--- src/rtl/ddr_capture_pkg.sv ---
`default_nettype none
// ============================================================================
// Module      : ddr_capture_pkg
// Description : Capture-word layout and MCB command constants shared by the
//               LPDDR capture writer and sample reader.
// Revision    : 1.0 - initial release
// ============================================================================
package ddr_capture_pkg;

    localparam int WORD_W           = 32;
    localparam int OR_BIT           = 31;
    localparam int TRIG_BIT         = 30;
    localparam int SAMPLE_W         = 10;
    localparam int SAMPLES_PER_WORD = 3;

    localparam logic [2:0] MCB_CMD_READ  = 3'b001;
    localparam logic [2:0] MCB_CMD_WRITE = 3'b000;

    localparam int BURST_WORDS_DEFAULT = 64;

    typedef logic [1:0] slot_t;

    typedef struct packed {
        logic                ovr;
        logic                trig;
        logic [SAMPLE_W-1:0] data;
    } capture_sample_t;

    // Flags are word-wide, so every slot of a word carries the same ovr/trig.
    function automatic capture_sample_t unpack_sample(input logic [WORD_W-1:0] word,
                                                      input slot_t             slot);
        capture_sample_t s;
        s.ovr  = word[OR_BIT];
        s.trig = word[TRIG_BIT];
        case (slot)
            2'd0:    s.data = word[SAMPLE_W-1:0];
            2'd1:    s.data = word[2*SAMPLE_W-1:SAMPLE_W];
            2'd2:    s.data = word[3*SAMPLE_W-1:2*SAMPLE_W];
            default: s.data = '0;
        endcase
        return s;
    endfunction

endpackage
`default_nettype wire

--- src/rtl/capture_word_unpacker.sv ---
`default_nettype none
// ============================================================================
// Module      : capture_word_unpacker
// Description : Holds one capture word and streams its three samples with
//               valid/ready; requests the next word as the last slot leaves.
// Revision    : 1.0 - initial release
// ============================================================================
module capture_word_unpacker
    import ddr_capture_pkg::*;
(
    input  logic                clk,
    input  logic                rst,
    input  logic [WORD_W-1:0]   i_rd_data,
    input  logic                i_rd_empty,
    input  logic                i_pop_allowed,
    input  logic                i_discard,
    input  logic                i_ready,
    output logic                o_rd_en,
    output logic                o_valid,
    output logic [SAMPLE_W-1:0] o_data,
    output logic                o_or,
    output logic                o_trig,
    output logic                o_empty
);

    localparam slot_t c_LAST_SLOT = slot_t'(SAMPLES_PER_WORD - 1);

    logic [WORD_W-1:0] r_word;
    slot_t             r_slot;
    logic              r_valid;

    logic              w_accept;
    logic              w_last_accept;
    logic              w_pop;
    capture_sample_t   w_sample;

    assign w_accept      = r_valid & i_ready & ~i_discard;
    assign w_last_accept = w_accept & (r_slot == c_LAST_SLOT);
    // Refill on the same edge the last slot is taken, so words flow without a bubble.
    assign w_pop         = ~i_rd_empty & i_pop_allowed & (~r_valid | w_last_accept | i_discard);

    always_ff @(posedge clk) begin
        if (rst) begin
            r_word  <= '0;
            r_slot  <= '0;
            r_valid <= 1'b0;
        end else if (i_discard) begin
            r_word  <= '0;
            r_slot  <= '0;
            r_valid <= 1'b0;
        end else if (w_pop) begin
            r_word  <= i_rd_data;
            r_slot  <= '0;
            r_valid <= 1'b1;
        end else if (w_accept) begin
            if (w_last_accept) begin
                r_slot  <= '0;
                r_valid <= 1'b0;
            end else begin
                r_slot <= r_slot + slot_t'(1);
            end
        end
    end

    assign w_sample = unpack_sample(r_word, r_slot);

    assign o_rd_en  = w_pop;
    assign o_valid  = r_valid & ~i_discard;
    assign o_data   = w_sample.data;
    assign o_or     = w_sample.ovr;
    assign o_trig   = w_sample.trig;
    assign o_empty  = ~r_valid;

endmodule
`default_nettype wire

--- src/rtl/ddr_sample_reader.sv ---
`default_nettype none
// ============================================================================
// Module      : ddr_sample_reader
// Description : Reads ADC capture words back from LPDDR over MCB port p2 in
//               single outstanding bursts and streams the unpacked samples.
// Revision    : 1.0 - initial release
// ============================================================================
module ddr_sample_reader
    import ddr_capture_pkg::*;
#(
    parameter int BURST_WORDS = BURST_WORDS_DEFAULT,
    parameter int ADDR_W      = 30,
    parameter int CNT_W       = 24
) (
    input  logic                ddr_usrclk,
    input  logic                ddr_usrreset,
    input  logic                start,
    input  logic                abort,
    input  logic [ADDR_W-1:0]   start_addr,
    input  logic [CNT_W-1:0]    num_words,
    output logic                busy,
    output logic                done,
    output logic                err,
    output logic                cmd_en,
    output logic [2:0]          cmd_instr,
    output logic [5:0]          cmd_bl,
    output logic [ADDR_W-1:0]   cmd_byte_addr,
    input  logic                cmd_full,
    output logic                rd_en,
    input  logic [WORD_W-1:0]   rd_data,
    input  logic                rd_empty,
    input  logic                rd_overflow,
    input  logic                rd_error,
    output logic [SAMPLE_W-1:0] sample_data,
    output logic                sample_or,
    output logic                sample_trig,
    output logic                sample_valid,
    input  logic                sample_ready
);

    localparam int c_BL_W = $clog2(BURST_WORDS + 1);

    localparam logic [1:0] c_ST_IDLE  = 2'd0;
    localparam logic [1:0] c_ST_CMD   = 2'd1;
    localparam logic [1:0] c_ST_DRAIN = 2'd2;
    localparam logic [1:0] c_ST_FLUSH = 2'd3;

    localparam logic [c_BL_W-1:0] c_BURST_MAX = c_BL_W'(BURST_WORDS);
    localparam logic [CNT_W-1:0]  c_BURST_CNT = CNT_W'(BURST_WORDS);

    logic [1:0]        r_state;
    logic [1:0]        w_state_next;

    logic [ADDR_W-1:0] r_addr;
    logic [CNT_W-1:0]  r_remaining;
    logic [c_BL_W-1:0] r_burst_left;
    logic              r_abort_pending;
    logic              r_err;
    logic              r_done;

    logic [c_BL_W-1:0] w_burst_len;
    logic [ADDR_W-1:0] w_addr_step;
    logic              w_start_go;
    logic              w_abort_now;
    logic              w_discard;
    logic              w_pop_allowed;
    logic              w_unpack_empty;
    logic              w_done_set;

    assign w_burst_len   = (r_remaining >= c_BURST_CNT) ? c_BURST_MAX
                                                        : r_remaining[c_BL_W-1:0];
    assign w_addr_step   = ADDR_W'(w_burst_len) << 2;
    assign w_start_go    = (r_state == c_ST_IDLE) & start & (num_words != '0);
    assign w_abort_now   = abort | r_abort_pending;
    // An abort in flight empties the unpacker and turns remaining pops into discards.
    assign w_discard     = (r_state != c_ST_IDLE) & w_abort_now;
    assign w_pop_allowed = (r_burst_left != '0);

    // ---------------- state register ----------------
    always_ff @(posedge ddr_usrclk) begin
        if (ddr_usrreset) begin
            r_state <= c_ST_IDLE;
        end else begin
            r_state <= w_state_next;
        end
    end

    // ---------------- next-state logic ----------------
    always_comb begin
        w_state_next = r_state;
        case (r_state)
            c_ST_IDLE: begin
                if (w_start_go) begin
                    w_state_next = c_ST_CMD;
                end
            end
            c_ST_CMD: begin
                if (w_abort_now) begin
                    w_state_next = c_ST_FLUSH;
                end else if (!cmd_full) begin
                    w_state_next = c_ST_DRAIN;
                end
            end
            c_ST_DRAIN: begin
                if (r_burst_left == '0) begin
                    w_state_next = ((r_remaining != '0) && !w_abort_now) ? c_ST_CMD
                                                                         : c_ST_FLUSH;
                end
            end
            c_ST_FLUSH: begin
                if (w_unpack_empty) begin
                    w_state_next = c_ST_IDLE;
                end
            end
            default: w_state_next = c_ST_IDLE;
        endcase
    end

    // ---------------- output logic ----------------
    always_comb begin
        cmd_en        = 1'b0;
        cmd_bl        = '0;
        cmd_byte_addr = '0;
        busy          = 1'b0;
        w_done_set    = 1'b0;
        case (r_state)
            c_ST_IDLE: begin
                w_done_set = start & (num_words == '0);
            end
            c_ST_CMD: begin
                busy          = 1'b1;
                cmd_bl        = 6'(w_burst_len - c_BL_W'(1));
                cmd_byte_addr = r_addr;
                cmd_en        = ~cmd_full & ~w_abort_now;
            end
            c_ST_DRAIN: begin
                busy = 1'b1;
            end
            c_ST_FLUSH: begin
                busy       = 1'b1;
                w_done_set = w_unpack_empty;
            end
            default: ;
        endcase
    end

    // ---------------- datapath ----------------
    always_ff @(posedge ddr_usrclk) begin
        if (ddr_usrreset) begin
            r_addr          <= '0;
            r_remaining     <= '0;
            r_burst_left    <= '0;
            r_abort_pending <= 1'b0;
            r_err           <= 1'b0;
            r_done          <= 1'b0;
        end else begin
            r_done <= w_done_set;

            if (w_start_go) begin
                r_addr      <= {start_addr[ADDR_W-1:2], 2'b00};
                r_remaining <= num_words;
            end else if (cmd_en) begin
                r_addr      <= r_addr + w_addr_step;
                r_remaining <= r_remaining - CNT_W'(w_burst_len);
            end

            if (cmd_en) begin
                r_burst_left <= w_burst_len;
            end else if (rd_en) begin
                r_burst_left <= r_burst_left - c_BL_W'(1);
            end

            // Aborts while idle are ignored, including one coincident with start.
            if (r_state == c_ST_IDLE) begin
                r_abort_pending <= 1'b0;
            end else if (abort) begin
                r_abort_pending <= 1'b1;
            end

            if ((r_state == c_ST_IDLE) && start) begin
                r_err <= 1'b0;
            end else if (rd_overflow | rd_error) begin
                r_err <= 1'b1;
            end
        end
    end

    capture_word_unpacker u_unpacker (
        .clk           (ddr_usrclk),
        .rst           (ddr_usrreset),
        .i_rd_data     (rd_data),
        .i_rd_empty    (rd_empty),
        .i_pop_allowed (w_pop_allowed),
        .i_discard     (w_discard),
        .i_ready       (sample_ready),
        .o_rd_en       (rd_en),
        .o_valid       (sample_valid),
        .o_data        (sample_data),
        .o_or          (sample_or),
        .o_trig        (sample_trig),
        .o_empty       (w_unpack_empty)
    );

    assign cmd_instr = MCB_CMD_READ;
    assign done      = r_done;
    assign err       = r_err;

endmodule
`default_nettype wire

--- config.mk ---
export PLATFORM = sky130hd
export DESIGN_NAME = ddr_sample_reader
export DESIGN_NICKNAME = d
export VERILOG_FILES = /design/src/rtl/ddr_capture_pkg.sv /design/src/rtl/capture_word_unpacker.sv /design/src/rtl/ddr_sample_reader.sv
export SDC_FILE = /design/constraint.sdc
export NUM_CORES = 1
export LEC_CHECK = 0
export CORE_ASPECT_RATIO = 1.25
export CORE_MARGIN = 5
export CORE_UTILIZATION = 30
export DETAILED_ROUTE_END_ITERATION = 12
export PLACE_DENSITY = 0.6
export SLEW_MARGIN = 20
export SYNTH_ARGS = -nofsm -noshare
export SYNTH_HDL_FRONTEND = slang
export SYNTH_HIERARCHICAL = 1
export SYNTH_SLANG_ARGS = --single-unit
--- constraint.sdc ---
create_clock -name ddr_usrclk -period 3.81 [get_ports ddr_usrclk]
set_input_delay 0.9525 -clock ddr_usrclk [delete_from_list [all_inputs] [get_ports ddr_usrclk]]
set_output_delay 0.9525 -clock ddr_usrclk [all_outputs]
set_load 0.01 [all_outputs]
==> metrics.cfg <==
[layout]
drive_gt1_share_pct = 8.65
stdcell_count = 1160
fin_nets = 997
final_area_mm2 = 0.00821
utilization_pct = 40.6
diodes = 0
fillers = 2093
area_growth_pct = 32.6

[global_routing]
antenna_found_initial = 0
grt_start_max_net_pins = 71
grt_usage_pct = 14.9
overflow = 0
grt_pass1_wl_um = 29500
first_global_vias = 5877

[timing]
fmax_ghz = 0.273
maxSlewHeadroom_pct = 47.3
rsz0062_at_grt = no
setup_tns_ps = 0
setup_viol = 0
period_needed_ps = 3670
fin_worst_skew_ps = 8.43
drv_slew = 0
worstMarginPinSlew_ps = 791
fin_crit_sh_pct = 96.3
hold_viol_final = 0

[setup_path]
start_kind = flop
slowest_delay_ps = 530
cp_slowest_cell = clkdlybuf4s50_1
critPathMaxFanout = 4
arrival_ps = 2720
crit_path_cell_trace = nor4_4 > nand2_1 > nor2_4 > nand2_1 > ha_1 > nand2_1 > nand2_1 > a21boi_0 > buf_4 > clkdlybuf4s50_1
worstPathRequired_ps = 2860
crit_path_end_kind = output port
crit_type = flop to output port
crit_top_cell = nand2_1

[clock_network]
postCtsHoldBufs = 0
cts_inserted_buffers = 9
numClockSinks = 99
clock-root-buffer = clkbuf_16
clk_pin_slew_ps = 70
tritoncts = built
h-tree-depth = 3
worstSkewPairLatency_ps = 350
clock_tree.buffer_depth = 2
post-cts-setup-buffers = 0

[yosys]
yosys_warnings = 6
synth-edff-count = 0
syn_inst = 754
async_reset_ff_share_pct = 0
syn-mean-instance-area_um2 = 8.21
syn_area_mm2 = 0.00619
ys_seq_area_share_pct = 32.0
ys.flop_type = dfxtp_1
synth_cell_types = 75
ys_seq_elements = 99

[flow_run]
cap_violations = 0

[drt]
dr.pass1.iters = 4
num_vias = 5813
wl_um = 17800
ant_nets = 0
wire_per_inst_um = 15.3
drt_iter0_drc = 212
drc = 0
viasPerCell = 5.01

[placed_design]
gp_congestion = 0.800
dp_hpwl_um = 12900
place_inst = 1145
dpl-instance-area_mm2 = 0.00791
port_buffers = 144

[floorplanning]
die_h_um = 171
placementRows = 58
start_util_pct = 30.6
coreArea_mm2 = 0.0202
chipWidth_um = 138
dieArea_mm2 = 0.0236
ios = 152

[status]
status = completed

[worst_hold_path]
hold_path_class = flop to flop

[power]
ir_drop_uv = 361
leakagePower_nw = 2.93
power.density_mw_per_mm2 = 514

-- path summary, 6_finish.rpt --
path                                 startpoint                            endpoint  slack, ps  cells after the start
max                r_remaining[13]$_SDFFE_PP0P_                           cmd_bl[4]        140                     10
min          u_unpacker/r_word[31]$_SDFFE_PP0P_  u_unpacker/r_word[31]$_SDFFE_PP0P_        460                      2
max reg2reg        r_remaining[13]$_SDFFE_PP0P_             r_addr[26]$_SDFFE_PP0P_        370                     14
min reg2reg  u_unpacker/r_word[31]$_SDFFE_PP0P_  u_unpacker/r_word[31]$_SDFFE_PP0P_        460                      2
-- metal layers --
layer	global-route usage, %	vias up	part of all wire (%)
met4	4.64	0	1.4
li1	-	2940	-
met2	26.3	156	48
met3	2.46	14	4.8
met5	0	-	0
met1	18.7	2703	45
-- metrics by stage --
stage / setup slack, ps / power, mW / hold slack, ps
after global routing: 7.14 / 4.51 / 481
after detailed placement: 106 / 3.37 / 448
final: 142 / 4.22 / 458
after CTS: 57.2 / 4.27 / 459
after global placement: 159 / 3.36 / 443
after floorplan: 149 / 2.78 / 434
-- layout make-up --
cell class | instances | area, um^2 | share of cell area (%)
well taps | 270 | 338 | 4.11
flip-flops and latches | 99 | 1980 | 24.1
multi-input cells | 582 | 3860 | 47.0
inverters | 20 | 75.1 | 0.914
repair buffers | 174 | 1690 | 20.5
clock inverters | 4 | 26.3 | 0.320
clock buffers | 11 | 243 | 2.96
-- sequential cells by signal, summed over array words and instances, names as in the netlist --
register            count
done                    1
err                     1
r_abort_pending         1
r_addr                 28
r_burst_left            7
r_remaining            24
r_state                 2
u_unpacker/r_slot       2
u_unpacker/r_valid      1
u_unpacker/r_word      32
-- placed cells by master (no fill, tap or decap), types with 28 or more instances in the layout --
master	netlist	layout
nand2_1	104	104
a211oi_1	42	42
dfxtp_1	99	99
buf_4	8	28
a21oi_1	32	32
mux2i_1	42	42
clkdlybuf4s50_1	0	143
and2_1	33	33
xnor2_1	35	35
nor2_1	71	70
-- power breakdown --
group,internal (mW),switching (mW)
clock network,0.458,0.409
registers,1.28,0.214
logic,0.877,0.977
-- repair_timing --
item,CTS,global route
endpoints found under the hold margin,0,0
gates resized for setup,3,2
pin swaps,0,2
setup endpoints to repair,1,1
cloned,0,0
-- cell usage after synthesis (9+ instances only) --
cell type	n	area, um^2
o21ai_0	18	90.1
and2_1	33	206
xnor2_1	35	307
a311oi_1	9	78.8
ha_1	15	188
mux2i_1	42	420
clkbuf_1	31	116
nand3_1	12	60.1
inv_1	20	75.1
nand4_1	10	62.6
nor2_1	71	267
nand2_1	104	390
dfxtp_1	99	1980
nor3_1	19	95.1
a21oi_1	32	160
buf_2	10	50.1
o22ai_1	10	62.6
a211oi_1	42	315
nor4_1	9	56.3
-- logic make-up after synthesis --
family	after synthesis	share of synthesized area, %
mux	43	6.97
fa+ha+maj	16	3.36
simple gates	310	25.7
other cells	2	0.121
buf+inv	77	6.39
xor+xnor	39	5.52
flops	99	32.0
compound gates	168	20.0
-- worst max-delay path, delay by kind of cell (launching register included) --
| family | cells | cell delay, ps |
|---|---|---|
| AND/OR/NAND/NOR | 6 | 880 |
| buffers and inverters | 2 | 680 |
| flip-flops | 1 | 360 |
| adder cells (fa/ha/maj) | 1 | 250 |
| AO/OA/AOI/OAI | 1 | 190 |
Power figures use the tool's default switching activity.
